File: config.mk
export PLATFORM = sky130hd
export DESIGN_NAME = tcm_port_arb
export DESIGN_NICKNAME = d
export VERILOG_FILES = /design/src/rtl/tcm_port_arb.sv
export SDC_FILE = /design/constraint.sdc
export NUM_CORES = 1
export LEC_CHECK = 0
export CORE_AREA = 3 3 175 177
export DETAILED_ROUTE_END_ITERATION = 12
export DIE_AREA = 0 0 178 180
export GPL_TIMING_DRIVEN = 0
export PLACE_DENSITY = 0.47
export REMOVE_ABC_BUFFERS = 1
export SYNTH_ARGS = -nofsm -noshare
export SYNTH_HDL_FRONTEND = slang
export SYNTH_SLANG_ARGS = --single-unit
File: constraint.sdc
create_clock -name clk_i -period 2.9 [get_ports clk_i]
set_clock_uncertainty 0.15 [all_clocks]
set_input_delay 0.435 -clock clk_i [delete_from_list [all_inputs] [get_ports clk_i]]
set_output_delay 0.435 -clock clk_i [all_outputs]
set_load 0.05 [all_outputs]
File: src/rtl/tcm_port_arb.sv
// Two-requester arbiter for one TCM port: A (LSU) has fixed priority and B (bus
// slave) is guaranteed progress by a starvation counter. Each side gets its own response channel.
module tcm_port_arb #(
  parameter int STARVE_LIMIT = 4,
  parameter int CNT_W        = 8
) (
  input  logic        clk_i,
  input  logic        rst_i,

  input  logic        a_valid_i,
  input  logic [13:0] a_addr_i,
  input  logic [63:0] a_data_i,
  input  logic [7:0]  a_wr_i,
  output logic        a_accept_o,
  output logic        a_resp_valid_o,
  output logic [63:0] a_resp_data_o,

  input  logic        b_valid_i,
  input  logic [13:0] b_addr_i,
  input  logic [63:0] b_data_i,
  input  logic [7:0]  b_wr_i,
  output logic        b_accept_o,
  output logic        b_resp_valid_o,
  output logic [63:0] b_resp_data_o,

  output logic [13:0] ram_addr_o,
  output logic [63:0] ram_data_o,
  output logic [7:0]  ram_wr_o,
  input  logic [63:0] ram_data_i
);

  localparam int                 DATA_W = 64;
  localparam int                 ADDR_W = 14;
  localparam int                 BE_W   = DATA_W / 8;
  localparam logic [CNT_W-1:0]   LIMIT  = CNT_W'(STARVE_LIMIT);

  logic [CNT_W-1:0] starve_cnt;
  logic             force_b;
  logic             grant_a;
  logic             grant_b;
  logic             resp_a_q;
  logic             resp_b_q;

  // Saturating advance of the B wait counter; cleared whenever B is idle or served.
  function automatic logic [CNT_W-1:0] next_starve(
    input logic [CNT_W-1:0] cnt,
    input logic             b_valid,
    input logic             b_granted,
    input logic             a_granted
  );
    logic [CNT_W-1:0] nxt;
    nxt = cnt;
    if (!b_valid || b_granted) begin
      nxt = '0;
    end else if (a_granted) begin
      nxt = (cnt >= LIMIT) ? LIMIT : cnt + CNT_W'(1);
    end
    return nxt;
  endfunction

  // Response data is forced to zero outside its valid cycle so the other
  // requester's read data never appears on this channel.
  function automatic logic [DATA_W-1:0] gate_data(
    input logic              vld,
    input logic [DATA_W-1:0] data
  );
    return vld ? data : '0;
  endfunction

  // Grant stage: combinational, one winner per cycle, suppressed during reset.
  always_comb begin
    force_b = b_valid_i && (starve_cnt == LIMIT);
    grant_b = !rst_i && b_valid_i && (!a_valid_i || force_b);
    grant_a = !rst_i && a_valid_i && !grant_b;
  end

  assign a_accept_o = grant_a;
  assign b_accept_o = grant_b;

  always_comb begin
    ram_addr_o = '0;
    ram_data_o = '0;
    ram_wr_o   = '0;
    if (grant_a) begin
      ram_addr_o = a_addr_i;
      ram_data_o = a_data_i;
      ram_wr_o   = a_wr_i;
    end else if (grant_b) begin
      ram_addr_o = b_addr_i;
      ram_data_o = b_data_i;
      ram_wr_o   = b_wr_i;
    end
  end

  always_ff @(posedge clk_i or posedge rst_i) begin
    if (rst_i) begin
      starve_cnt <= '0;
    end else begin
      starve_cnt <= next_starve(starve_cnt, b_valid_i, grant_b, grant_a);
    end
  end

  // Response stage: the RAM read data lands one cycle after the grant, so the
  // owner flag is just the grant delayed by one clock.
  always_ff @(posedge clk_i or posedge rst_i) begin
    if (rst_i) begin
      resp_a_q <= 1'b0;
      resp_b_q <= 1'b0;
    end else begin
      resp_a_q <= grant_a;
      resp_b_q <= grant_b;
    end
  end

  assign a_resp_valid_o = resp_a_q;
  assign b_resp_valid_o = resp_b_q;
  assign a_resp_data_o  = gate_data(resp_a_q, ram_data_i);
  assign b_resp_data_o  = gate_data(resp_b_q, ram_data_i);

  logic unused_w;
  assign unused_w = (ADDR_W != 14) || (BE_W != 8);

endmodule

; After elaboration in Yosys (flattened, before gate mapping)
; Index checks and enable logic that the tools add are counted.
[op_classes]
magnitude_cmp = 1
eq_ne = 1
addsub = 1
muxes = 11
n_reduce_logical = 12
[op_table]
columns = op, count
row1 = $mux 64, 4
row2 = $mux 8, 5
row3 = $mux 14, 2
row4 = $add 8x1->8 const B, 1
row5 = $eq 8x3->1 const B, 1
row6 = $ge 8x3->1 const B, 1
row7 = $logic_and 1x1->1, 5
row8 = $logic_not 1->1, 4
row9 = $logic_or 1x1->1, 2
row10 = $reduce_bool 2->1, 1
[word_totals]
register_bits = 10
word_cells = 29
input_bits = 240
output_inout_bits = 218

; Depth between registers and ports, before layout
[depth]
depth_word = 8
mapped_depth = 8
ltp_nobuf = 5

; Worst setup path before layout
; Ideal clock, no wire load.
[synth_path]
path_type = reg2out
startpoint = register starve_cnt[4]
endpoint = output ram_addr_o[0]
path_stages_with_launch = 6
arrival_ns = 1.876
t_required_ns = 2.315
n_path_buf = 2
setup_slack_ns = 0.439
cell_sequence = dfrtp_1 or3_4 o21ai_2 buf_2 buf_2 a32o_1
[synth_between]
elab_chain_len = 7
word_cells_on_any_way = 8
classes_between = eq/ne (1) / mux (2) / reduce/logical (5)
[synth_rtl]
columns = element, line
row1 = "start, declared", 37  ; logic [CNT_W-1:0] starve_cnt;
row2 = "start signal, assigned", 99  ; starve_cnt <= next_starve(starve_cnt, b_valid_i, grant_b, grant_a);
row3 = $eq 8x3->1 *, 72  ; force_b = b_valid_i && (starve_cnt == LIMIT);
row4 = $logic_and 1x1->1 *, 72
row5 = $logic_or 1x1->1 *, 73  ; grant_b = !rst_i && b_valid_i && (!a_valid_i || force_b);
row6 = $logic_and 1x1->1 *, 73
row7 = $logic_not 1->1, 74  ; grant_a = !rst_i && a_valid_i && !grant_b;
row8 = $logic_and 1x1->1, 74
row9 = $mux 14 *, 84  ; if (grant_a) begin
row10 = "end, declared", 26  ; output logic [13:0] ram_addr_o,
; Every way passes the cells marked *; elsewhere a longest branch is shown, timed or not.

; Worst setup path in the final report
[layout_path]
startpoint = register starve_cnt[4]
endpoint = output ram_data_o[45]
[layout_between]
elab_chain_len = 7
word_cells_on_any_way = 8
classes_between = eq/ne (1) / mux (2) / reduce/logical (5)
[layout_rtl]
columns = element, line
row1 = $eq 8x3->1 *, 72
row2 = $logic_and 1x1->1 *, 72
row3 = $logic_or 1x1->1 *, 73
row4 = $logic_and 1x1->1 *, 73
row5 = $logic_not 1->1, 74
row6 = $logic_and 1x1->1, 74
row7 = $mux 64 *, 84
row8 = "end, declared", 27  ; output logic [63:0] ram_data_o,
; Marks and branches as above.

==> impl_metrics.yaml <==
status:
  status: "finished clean"
clock_network:
  htreeDepth: 1
  clk_pin_slew_ps: 40
  cts-root-buf: "clkbuf_16"
  clock_path_buffers: 2
  cts_tree: "yes"
  cts_sinks: 10
  cts_hold_buffers: 0
  clk_latency_ps: 240
  cts_buffers: 3
power_and_ir_drop:
  sequentialPowerShare: 0.085
  power_density_nw_per_um2: 239
  p_clk_frac: 0.156
  leakage_nw: 2.94
  pwr-share-comb: 0.759
  p_sw_w: 0.000858
  switching_share: 0.478
  peakVddDrop_uv: 156
  finalPower_w: 0.00180
  p_int_w: 0.000938
yosys:
  synth_area_leaders: "a32o_1 36%, and2_1 34%, dfrtp_1 10%, clkbuf_1 4.7%, buf_6 2.4%"
  synth_common_cells: "129 x and2_1, 86 x a32o_1, 30 x clkbuf_1"
  synth_ff_type: "dfrtp_1"
  avgSynthCellArea_sq_um: 7.77
  syn_area_sq_um: 2380
  async_reset_ff_frac: 1.00
  synth.largest_area_cell: "a32o_1"
  seq_area_frac_synth: 0.105
  yosysMostFrequentCell: "and2_1"
  ys_ff_latch: 10
  synth_edf_count: 0
  yosysUniqueCellTypes: 31
  synthDominantCellAreaShare: 0.361
  netlist_instances: 307
  yosys_warnings: 0
layout:
  drive_above_1_share: 0.181
  layoutNonFillerInstCount: 1140
  utilization: 0.256
  diodes: 0
  syn2layout_area_growth_pct: 215
  finalNetCount: 993
global_routing:
  grt_start_max_net_pins: 66
  gr-total-overflow: 0
  grt_pass1_wl_um: 29900
  grt_use_total: 0.123
  antenna_found_initial: 1
  grt_pass1_vias: 4377
worst_setup_path:
  cp_data_arrival_time_ps: 2260
  critPathCaptureType: "output port"
  worstSetupPathType: "reg2out"
  slowest_delay_ps: 470
  path_cells: "or3_4 -> o21ai_4 -> clkbuf_16 -> a32o_1 -> clkdlybuf4s15_2"
  worstPathRequired_ps: 2320
  crit_fanout: 8
  slowest_stage: "or3_4"
  reg2reg_setup_slack_ps: 1140
  start_kind: "register"
sta:
  setup_violations: 0
  min_period_over_period: 0.981
  slew_violations: 0
  fin_ws_ps: 56.4
  worst_slew_pin_slew_ps: 566
  max_freq_ghz: 0.352
  relSlewSlack: 0.622
  holdWs_ps: 419
  hold_viol: 0
  period_needed_ps: 2840
floorplan:
  rows: 63
  coreArea_sq_um: 29400
  ios: 458
  die-area_sq_um: 32000
  die_h_um: 180
  start_util: 0.0811
  die-width_um: 178
run:
  max_cap_viol_count: 0
detailed_routing:
  drtIter0Drc: 141
  drt-total-wl_um: 22700
  avgViaCountPerCell: 3.92
  first_pass_iters: 4
  ant_nets: 0
  wl_per_cell_um: 19.9
  drc: 0
  via_count: 4472
placed_design:
  hpwl_um: 18100
  gp_congestion: 0.772
  port_buffers: 457
  pre_cts_ws_ps: -1420
  dp_cells: 1117
hold_path:
  min_path_type: "in2async"
==> kinds of logic (layout without fill, tap and decap cells) <==
logic type | Yosys count | count (layout) | share of synthesized area
AO/OA/AOI/OAI | 97 | 101 | 0.398
adder cells (fa/ha/maj) | 2 | 2 | 0.0105
buffers and inverters | 47 | 486 | 0.0929
flip-flops | 10 | 10 | 0.105
AND/OR/NAND/NOR | 151 | 151 | 0.393
==> state kept, by name, indices dropped and copies added (netlist names) <==
signal	flops
a_resp_valid_o	1
starve_cnt	8
b_resp_valid_o	1
==> critical path: cells and delay by family (launching register included) <==
family	cells	cell delay, ps
simple gates	1	470
flops	1	400
compound gates	2	490
buf+inv	2	640
==> path summary, 6_finish.rpt <==
kind	start	endpoint	cells past startpoint
setup / recovery	starve_cnt[4]	ram_data_o[45]	5
hold / removal	rst_i	starve_cnt[6]	2
setup reg to reg	starve_cnt[0]	a_resp_valid_o	5
hold reg to reg	starve_cnt[6]	starve_cnt[6]	1
max in group asynchronous	rst_i	b_resp_valid_o	2
min in group clk_i	starve_cnt[6]	starve_cnt[6]	1
==> cell usage in the layout (no fill, tap or decap), types with 2 or more instances in the layout <==
| cell type | count |
|---|---|
| clkbuf_16 | 6 |
| dlygate4sd2_1 | 4 |
| buf_2 | 39 |
| clkdlybuf4s50_1 | 366 |
| a21oi_1 | 2 |
| buf_6 | 13 |
| nor3_1 | 2 |
| and2_1 | 129 |
| clkdlybuf4s15_2 | 2 |
| o21ai_4 | 2 |
| o31a_4 | 3 |
| buf_4 | 32 |
| nand4_1 | 2 |
| buf_12 | 6 |
| clkbuf_4 | 10 |
| and3_1 | 3 |
| nand2_1 | 5 |
| o221a_2 | 2 |
| inv_1 | 3 |
| a32o_2 | 8 |
| a32o_1 | 78 |
| dfrtp_1 | 8 |
==> through the flow <==
step / instance area, sq um / TNS, ps
after detailed placement: 7390 / -95410
after global routing: 7520 / -6.09
after global placement: 7240 / -435180
final: 7520 / 0
after floorplan: 2180 / -141680
after CTS: 7350 / 0
==> layer usage <==
metal	track usage	vias to the layer above	routed length [um]
met2	0.231	296	11500
met5	0	-	0
li1	-	2074	-
met3	0.0319	11	2330
met1	0.143	2091	8690
met4	0.0119	0	191
==> final cells by class <==
class	instances	area (sq um)
fill	3211	21900
timing repair buffer	478	4630
multi-input combinational	254	2040
tap	390	488
sequential	10	255
clock buffer	4	88.8
inverter	4	15.0
==> power by group through the flow <==
stage | registers [W] | logic, W | clock network, W
after floorplan | 0.000160 | 0.000644 | 0
after global placement | 0.000165 | 0.00134 | 0
after detailed placement | 0.000155 | 0.00136 | 0
after CTS | 0.000153 | 0.00134 | 0.000283
after global routing | 0.000154 | 0.00142 | 0.000293
final | 0.000153 | 0.00136 | 0.000280
==> timing repair <==
item,4_1_cts,5_1_grt
setup endpoints to repair,95,82
resized for setup,430,98
pin swaps,3,6
setup buffers,3,8
gates cloned,4,4
(Power assumes the default switching activity.)
